<file path="config.mk">
export PLATFORM = sky130hd
export DESIGN_NAME = mem_wb_writeback_reg
export DESIGN_NICKNAME = d
export VERILOG_FILES = /design/src/rtl/mem_wb_writeback_reg_pkg.sv /design/src/rtl/mem_wb_writeback_reg_wb_history.sv /design/src/rtl/mem_wb_writeback_reg.sv
export SDC_FILE = /design/constraint.sdc
export NUM_CORES = 1
export LEC_CHECK = 0
export CORE_ASPECT_RATIO = 2
export CORE_MARGIN = 2
export CORE_UTILIZATION = 40
export DETAILED_ROUTE_END_ITERATION = 7
export PLACE_DENSITY = 0.75
export SETUP_SLACK_MARGIN = 0.15
export SYNTH_ARGS = -nofsm -noshare
export SYNTH_HDL_FRONTEND = slang
export SYNTH_HIERARCHICAL = 1
export SYNTH_SLANG_ARGS = --single-unit
</file>
<file path="constraint.sdc">
create_clock -name clock -period 2.4 [get_ports clock]
set_input_delay 0.36 -clock clock [delete_from_list [all_inputs] [get_ports clock]]
set_output_delay 0.36 -clock clock [all_outputs]
set_load 0.02 [all_outputs]
</file>
<file path="src/rtl/mem_wb_writeback_reg_pkg.sv">
// Pipeline-register package: default widths, stage control type and the bubble constant.
// The same package backs the IF/ID, ID/EX, EX/MEM and MEM/WB registers.
package mem_wb_writeback_reg_pkg;

  localparam int PIPE_DATA_W = 8;
  localparam int PIPE_ADDR_W = 5;
  localparam int PIPE_CNT_W  = 16;

  typedef struct packed {
    logic valid;
    logic we_top;
    logic we_bot;
  } pipe_ctl_t;

  // All-zero stage contents: an empty slot that never writes anything
  localparam pipe_ctl_t CTL_BUBBLE = '0;

  function automatic pipe_ctl_t ctl_capture(input logic vld, input logic we_t,
                                            input logic we_b);
    pipe_ctl_t c;
    c.valid  = vld;
    c.we_top = we_t & vld;
    c.we_bot = we_b & vld;
    return c;
  endfunction

endpackage

</file>
<file path="src/rtl/mem_wb_writeback_reg_wb_history.sv">
// wb_history_reg: holds the previously retired writeback data (the tm1 forwarding source).
// Loads only when a valid instruction leaves the MEM/WB stage, so bubbles never overwrite it.
module wb_history_reg #(
  parameter int DATA_W = 8
) (
  input  logic              clk,
  input  logic              rst_n,
  input  logic              cap_i,
  input  logic [DATA_W-1:0] top_i,
  input  logic [DATA_W-1:0] bot_i,
  output logic [DATA_W-1:0] top_o,
  output logic [DATA_W-1:0] bot_o
);

  logic [DATA_W-1:0] top_q, top_d;
  logic [DATA_W-1:0] bot_q, bot_d;

  always_comb begin
    top_d = top_q;
    bot_d = bot_q;
    if (cap_i) begin
      top_d = top_i;
      bot_d = bot_i;
    end
  end

  always_ff @(posedge clk or negedge rst_n) begin
    if (!rst_n) begin
      top_q <= '0;
      bot_q <= '0;
    end else begin
      top_q <= top_d;
      bot_q <= bot_d;
    end
  end

  assign top_o = top_q;
  assign bot_o = bot_q;

endmodule

</file>
<file path="src/rtl/mem_wb_writeback_reg.sv">
// MEM/WB pipeline register and register-file writeback driver with forwarding taps.
// Optional MEM_WB_PERF_CNT_EN adds retire/bubble performance counters.
module mem_wb_writeback_reg
  import mem_wb_writeback_reg_pkg::*;
#(
  parameter int DATA_W = PIPE_DATA_W,
  parameter int ADDR_W = PIPE_ADDR_W,
  parameter int CNT_W  = PIPE_CNT_W
) (
  input  logic              clock,
  input  logic              reset_n,
  input  logic              stall,
  input  logic              flush,
  input  logic              in_valid,
  input  logic [DATA_W-1:0] in_data_top,
  input  logic [DATA_W-1:0] in_data_bot,
  input  logic [ADDR_W-1:0] in_rd_top,
  input  logic [ADDR_W-1:0] in_rd_bot,
  input  logic              in_we_top,
  input  logic              in_we_bot,
  output logic [DATA_W-1:0] mem_wb_top,
  output logic [DATA_W-1:0] mem_wb_bot,
  output logic [DATA_W-1:0] mem_wb_tm1_top,
  output logic [DATA_W-1:0] mem_wb_tm1_bot,
  output logic              wb_valid,
  output logic              rf_we_top,
  output logic              rf_we_bot,
  output logic [ADDR_W-1:0] rf_addr_top,
  output logic [ADDR_W-1:0] rf_addr_bot,
`ifdef MEM_WB_PERF_CNT_EN
  output logic [CNT_W-1:0]  retire_cnt,
  output logic [CNT_W-1:0]  bubble_cnt,
`endif
  output logic              rf_collision
);

  pipe_ctl_t         ctl_q, ctl_d;
  logic [DATA_W-1:0] top_q, top_d;
  logic [DATA_W-1:0] bot_q, bot_d;
  logic [ADDR_W-1:0] rd_top_q, rd_top_d;
  logic [ADDR_W-1:0] rd_bot_q, rd_bot_d;

  logic advance;
  logic shift;

  assign advance = ~stall;
  // Flush overrides stall, so the stage contents move on either event
  assign shift   = advance | flush;

  always_comb begin
    ctl_d    = ctl_q;
    top_d    = top_q;
    bot_d    = bot_q;
    rd_top_d = rd_top_q;
    rd_bot_d = rd_bot_q;
    if (flush) begin
      ctl_d    = CTL_BUBBLE;
      top_d    = '0;
      bot_d    = '0;
      rd_top_d = '0;
      rd_bot_d = '0;
    end else if (advance) begin
      ctl_d    = ctl_capture(in_valid, in_we_top, in_we_bot);
      top_d    = in_data_top;
      bot_d    = in_data_bot;
      rd_top_d = in_rd_top;
      rd_bot_d = in_rd_bot;
    end
  end

  always_ff @(posedge clock or negedge reset_n) begin
    if (!reset_n) begin
      ctl_q    <= CTL_BUBBLE;
      top_q    <= '0;
      bot_q    <= '0;
      rd_top_q <= '0;
      rd_bot_q <= '0;
    end else begin
      ctl_q    <= ctl_d;
      top_q    <= top_d;
      bot_q    <= bot_d;
      rd_top_q <= rd_top_d;
      rd_bot_q <= rd_bot_d;
    end
  end

  wb_history_reg #(.DATA_W(DATA_W)) u_hist (
    .clk   (clock),
    .rst_n (reset_n),
    .cap_i (shift & ctl_q.valid),
    .top_i (top_q),
    .bot_i (bot_q),
    .top_o (mem_wb_tm1_top),
    .bot_o (mem_wb_tm1_bot)
  );

  assign mem_wb_top  = top_q;
  assign mem_wb_bot  = bot_q;
  assign wb_valid    = ctl_q.valid;
  assign rf_addr_top = rd_top_q;
  assign rf_addr_bot = rd_bot_q;

  // Same-address double write: bottom byte wins, top write is dropped
  assign rf_collision = ctl_q.valid & ctl_q.we_top & ctl_q.we_bot & (rd_top_q == rd_bot_q);
  assign rf_we_top    = ctl_q.valid & ctl_q.we_top & ~rf_collision;
  assign rf_we_bot    = ctl_q.valid & ctl_q.we_bot;

`ifdef MEM_WB_PERF_CNT_EN
  logic [CNT_W-1:0] retire_q, retire_d;
  logic [CNT_W-1:0] bubble_q, bubble_d;

  always_comb begin
    retire_d = retire_q;
    bubble_d = bubble_q;
    if (shift) begin
      if (ctl_q.valid) retire_d = retire_q + 1'b1;
      else             bubble_d = bubble_q + 1'b1;
    end
  end

  always_ff @(posedge clock or negedge reset_n) begin
    if (!reset_n) begin
      retire_q <= '0;
      bubble_q <= '0;
    end else begin
      retire_q <= retire_d;
      bubble_q <= bubble_d;
    end
  end

  assign retire_cnt = retire_q;
  assign bubble_cnt = bubble_q;
`endif

endmodule
</file>
==> out/metrics.yaml <==
routed_wl_um: 4360
antennaDiodeCount: 0
syn_to_final_growth_pct: 43.3
die_h_um: 103
num_io_pins: 79
synthDistinctLibCells: 20
synth_edf_count: 0
leakage_uw: 0.00131
insertion_delay_ns: 0.30
die_width_um: 53.6
grt-ovfl-total: 0
post-place-ws_ns: 0.411
setup_viol: 0
clock-sinks: 45
period_share_pct: 83.4
drc: 0
grt_start_max_net_pins: 30
finalHoldViolCount: 0
period_needed_ns: 2.00
numCtsBuffers: 5
antenna_found_initial: 0
tightest_slew_ns: 0.593
num_rows: 36
crit_chain: "xnor2_1 -> nand4_1 -> o21ba_1 -> dlygate4sd2_1"
clock.fmax_mhz: 500
core_mm2: 0.00482
hp-class: "in -> async"
synth_area_mm2: 0.00197
finalNonFillerCells: 283
crit_path_end_kind: "primary output"
power.total_uw: 1770
peakVddDrop_uv: 497
timing.max_cap.violations: 0
dp_hpwl_um: 3270
ys_ff_latch: 45
fin_area_mm2: 0.00282
placed_area_mm2: 0.00273
critPathBufInv: 1
antenna_left: 0
async_flop_share_pct: 100
root_buffer: "clkbuf_8"
grt_pass1_vias: 1435
wire_per_inst_um: 15.4
drive_above_1_share_pct: 15.0
firstDrtPassIters: 4
hold_buffers: 0
crit_required_ns: 2.04
syn_nets: 176
cts_max_level: 2
dp.cells: 275
synth_top_area_share_pct: 57.3
finalSetupTns_ns: 0
start_kind: "flip-flop"
relSlewSlack_pct: 60.4
crit_arrival_ns: 1.64
num_vias: 1361
path_delay_family: "flip-flops"
status: "finished clean"
cts_tree: "done"
finClkSkew_ns: 0.0116
synthTopCellsByArea: "dfrtp_1 (57%), mux2i_1 (14%), mux2_4 (7.6%), nor2_1 (5.2%), buf_12 (4.1%)"
path_clk_slew_ns: 0.09
synth_commonest_cells: "dfrtp_1 (45), mux2i_1 (27), nor2_1 (27)"
slowest_delay_ns: 0.41
first_iter_violations: 10
criticalPathCategory: "reg -> out"
rsz0062_at_grt: "no"
yosysMostFrequentCell: "dfrtp_1"
place_congestion: 0.785
worst_slack_ns: 0.398
io_buffers: 78
ys_warn_count: 6
cp_slowest_cell: "dfrtp_1"
synth-seq-area-share_pct: 57.3
powerDensity_mw_per_mm2: 628
synthCells: 143
synth.avg_cell_area_um2: 13.8
track_usage_pct: 17.8
vias_per_cell: 4.81
ys.flop_type: "dfrtp_1"
die_area_mm2: 0.00553
final_max_slew_viol_count: 0
grt_pass1_wl_um: 6980
fin_nets: 258
cp_max_fo: 3
yosys.area.top_type: "dfrtp_1"
initial_core_util_pct: 40.8
clockBufferDepth: 2
sequential cells by signal, indices dropped and copies added, names as in the netlist:
register      flops
ctl_q             2
mem_wb_bot        8
mem_wb_top        8
rf_addr_bot       5
rf_addr_top       5
u_hist/bot_o      8
u_hist/top_o      8
wb_valid          1
layout make-up:
| cell class | instances | area [um^2] |
|---|---|---|
| inverter | 1 | 3.75 |
| clock inverter | 3 | 17.5 |
| multi-input combinational | 88 | 717 |
| sequential | 45 | 1130 |
| tap | 57 | 71.3 |
| timing repair buffer | 84 | 813 |
| clock buffer | 5 | 68.8 |
| fill | 414 | 2000 |
worst register-to-register path, stage by stage, from the launching register on:
cell and delay (ns):
dfrtp_1 0.41, a21boi_2 0.19, buf_4 0.22, mux2_2 0.35
per-layer routing:
layer / vias to the layer above / GRT usage [%] / routed length, um
li1: 639 / - / -
met1: 667 / 19.6 / 1610
met2: 45 / 31.1 / 2460
met3: 10 / 4.02 / 169
met4: 0 / 8.28 / 125
met5: - / 0 / 0
worst paths after layout:
kind | end | cells past startpoint | startpoint | slack, ns
worst max-delay path | rf_we_top | 4 | rf_addr_bot[4] | 0.40
min in group clock | ctl_q[0] | 3 | stall | 0.50
worst min register to register | u_hist/bot_o[6] | 1 | u_hist/bot_o[6] | 0.51
max in group asynchronous | mem_wb_top[5] | 2 | reset_n | 1.70
worst max register to register | u_hist/top_o[5] | 3 | wb_valid | 1.11
worst min-delay path | mem_wb_bot[2] | 1 | reset_n | 0.05
metrics by stage:
stage / util, % / hold slack [ns]
finish: 58.5 / 0.0514
global route: 58.5 / 0.0913
CTS: 58.5 / 0.0644
detailed placement: 56.7 / 0.392
global placement: 56.7 / 0.388
floorplan: - / 0.0644
kinds of logic after synthesis:
kind of cell,after synthesis,synth area share (%)
DFF,45,57.3
muxes,43,24.8
and+or+nand+nor,36,7.82
buffers and inverters,10,6.49
xor gates and xnor gates,5,2.23
AOI/OAI and AO/OA,4,1.40
placed cells by master, fill, tap and decap left out, drive strengths merged:
cell type,n
nor2,27
mux2i,27
and2,1
mux2,16
a21boi,1
nand4,1
clkinv,2
o21ba,1
dfrtp,45
buf,8
a21oi,2
xnor2,5
nand3b,2
clkinvlp,1
nor3,1
nand2,4
clkdlybuf4s50,74
dlygate4sd2,2
clkbuf,5
inv,1
power breakdown:
group | switching (uW) | leakage (uW) | internal (uW)
Sequential | 47.0 | 0.000598 | 826
Clock | 252 | 0.0000439 | 201
Combinational | 198 | 0.000668 | 245
Total | 497 | 0.00131 | 1270
repair_timing:
item	CTS	global route
resized for setup	2	0
endpoints found under the setup margin	2	0
buffers inserted	0	0
Note: power is estimated with default switching activity, not from simulation.
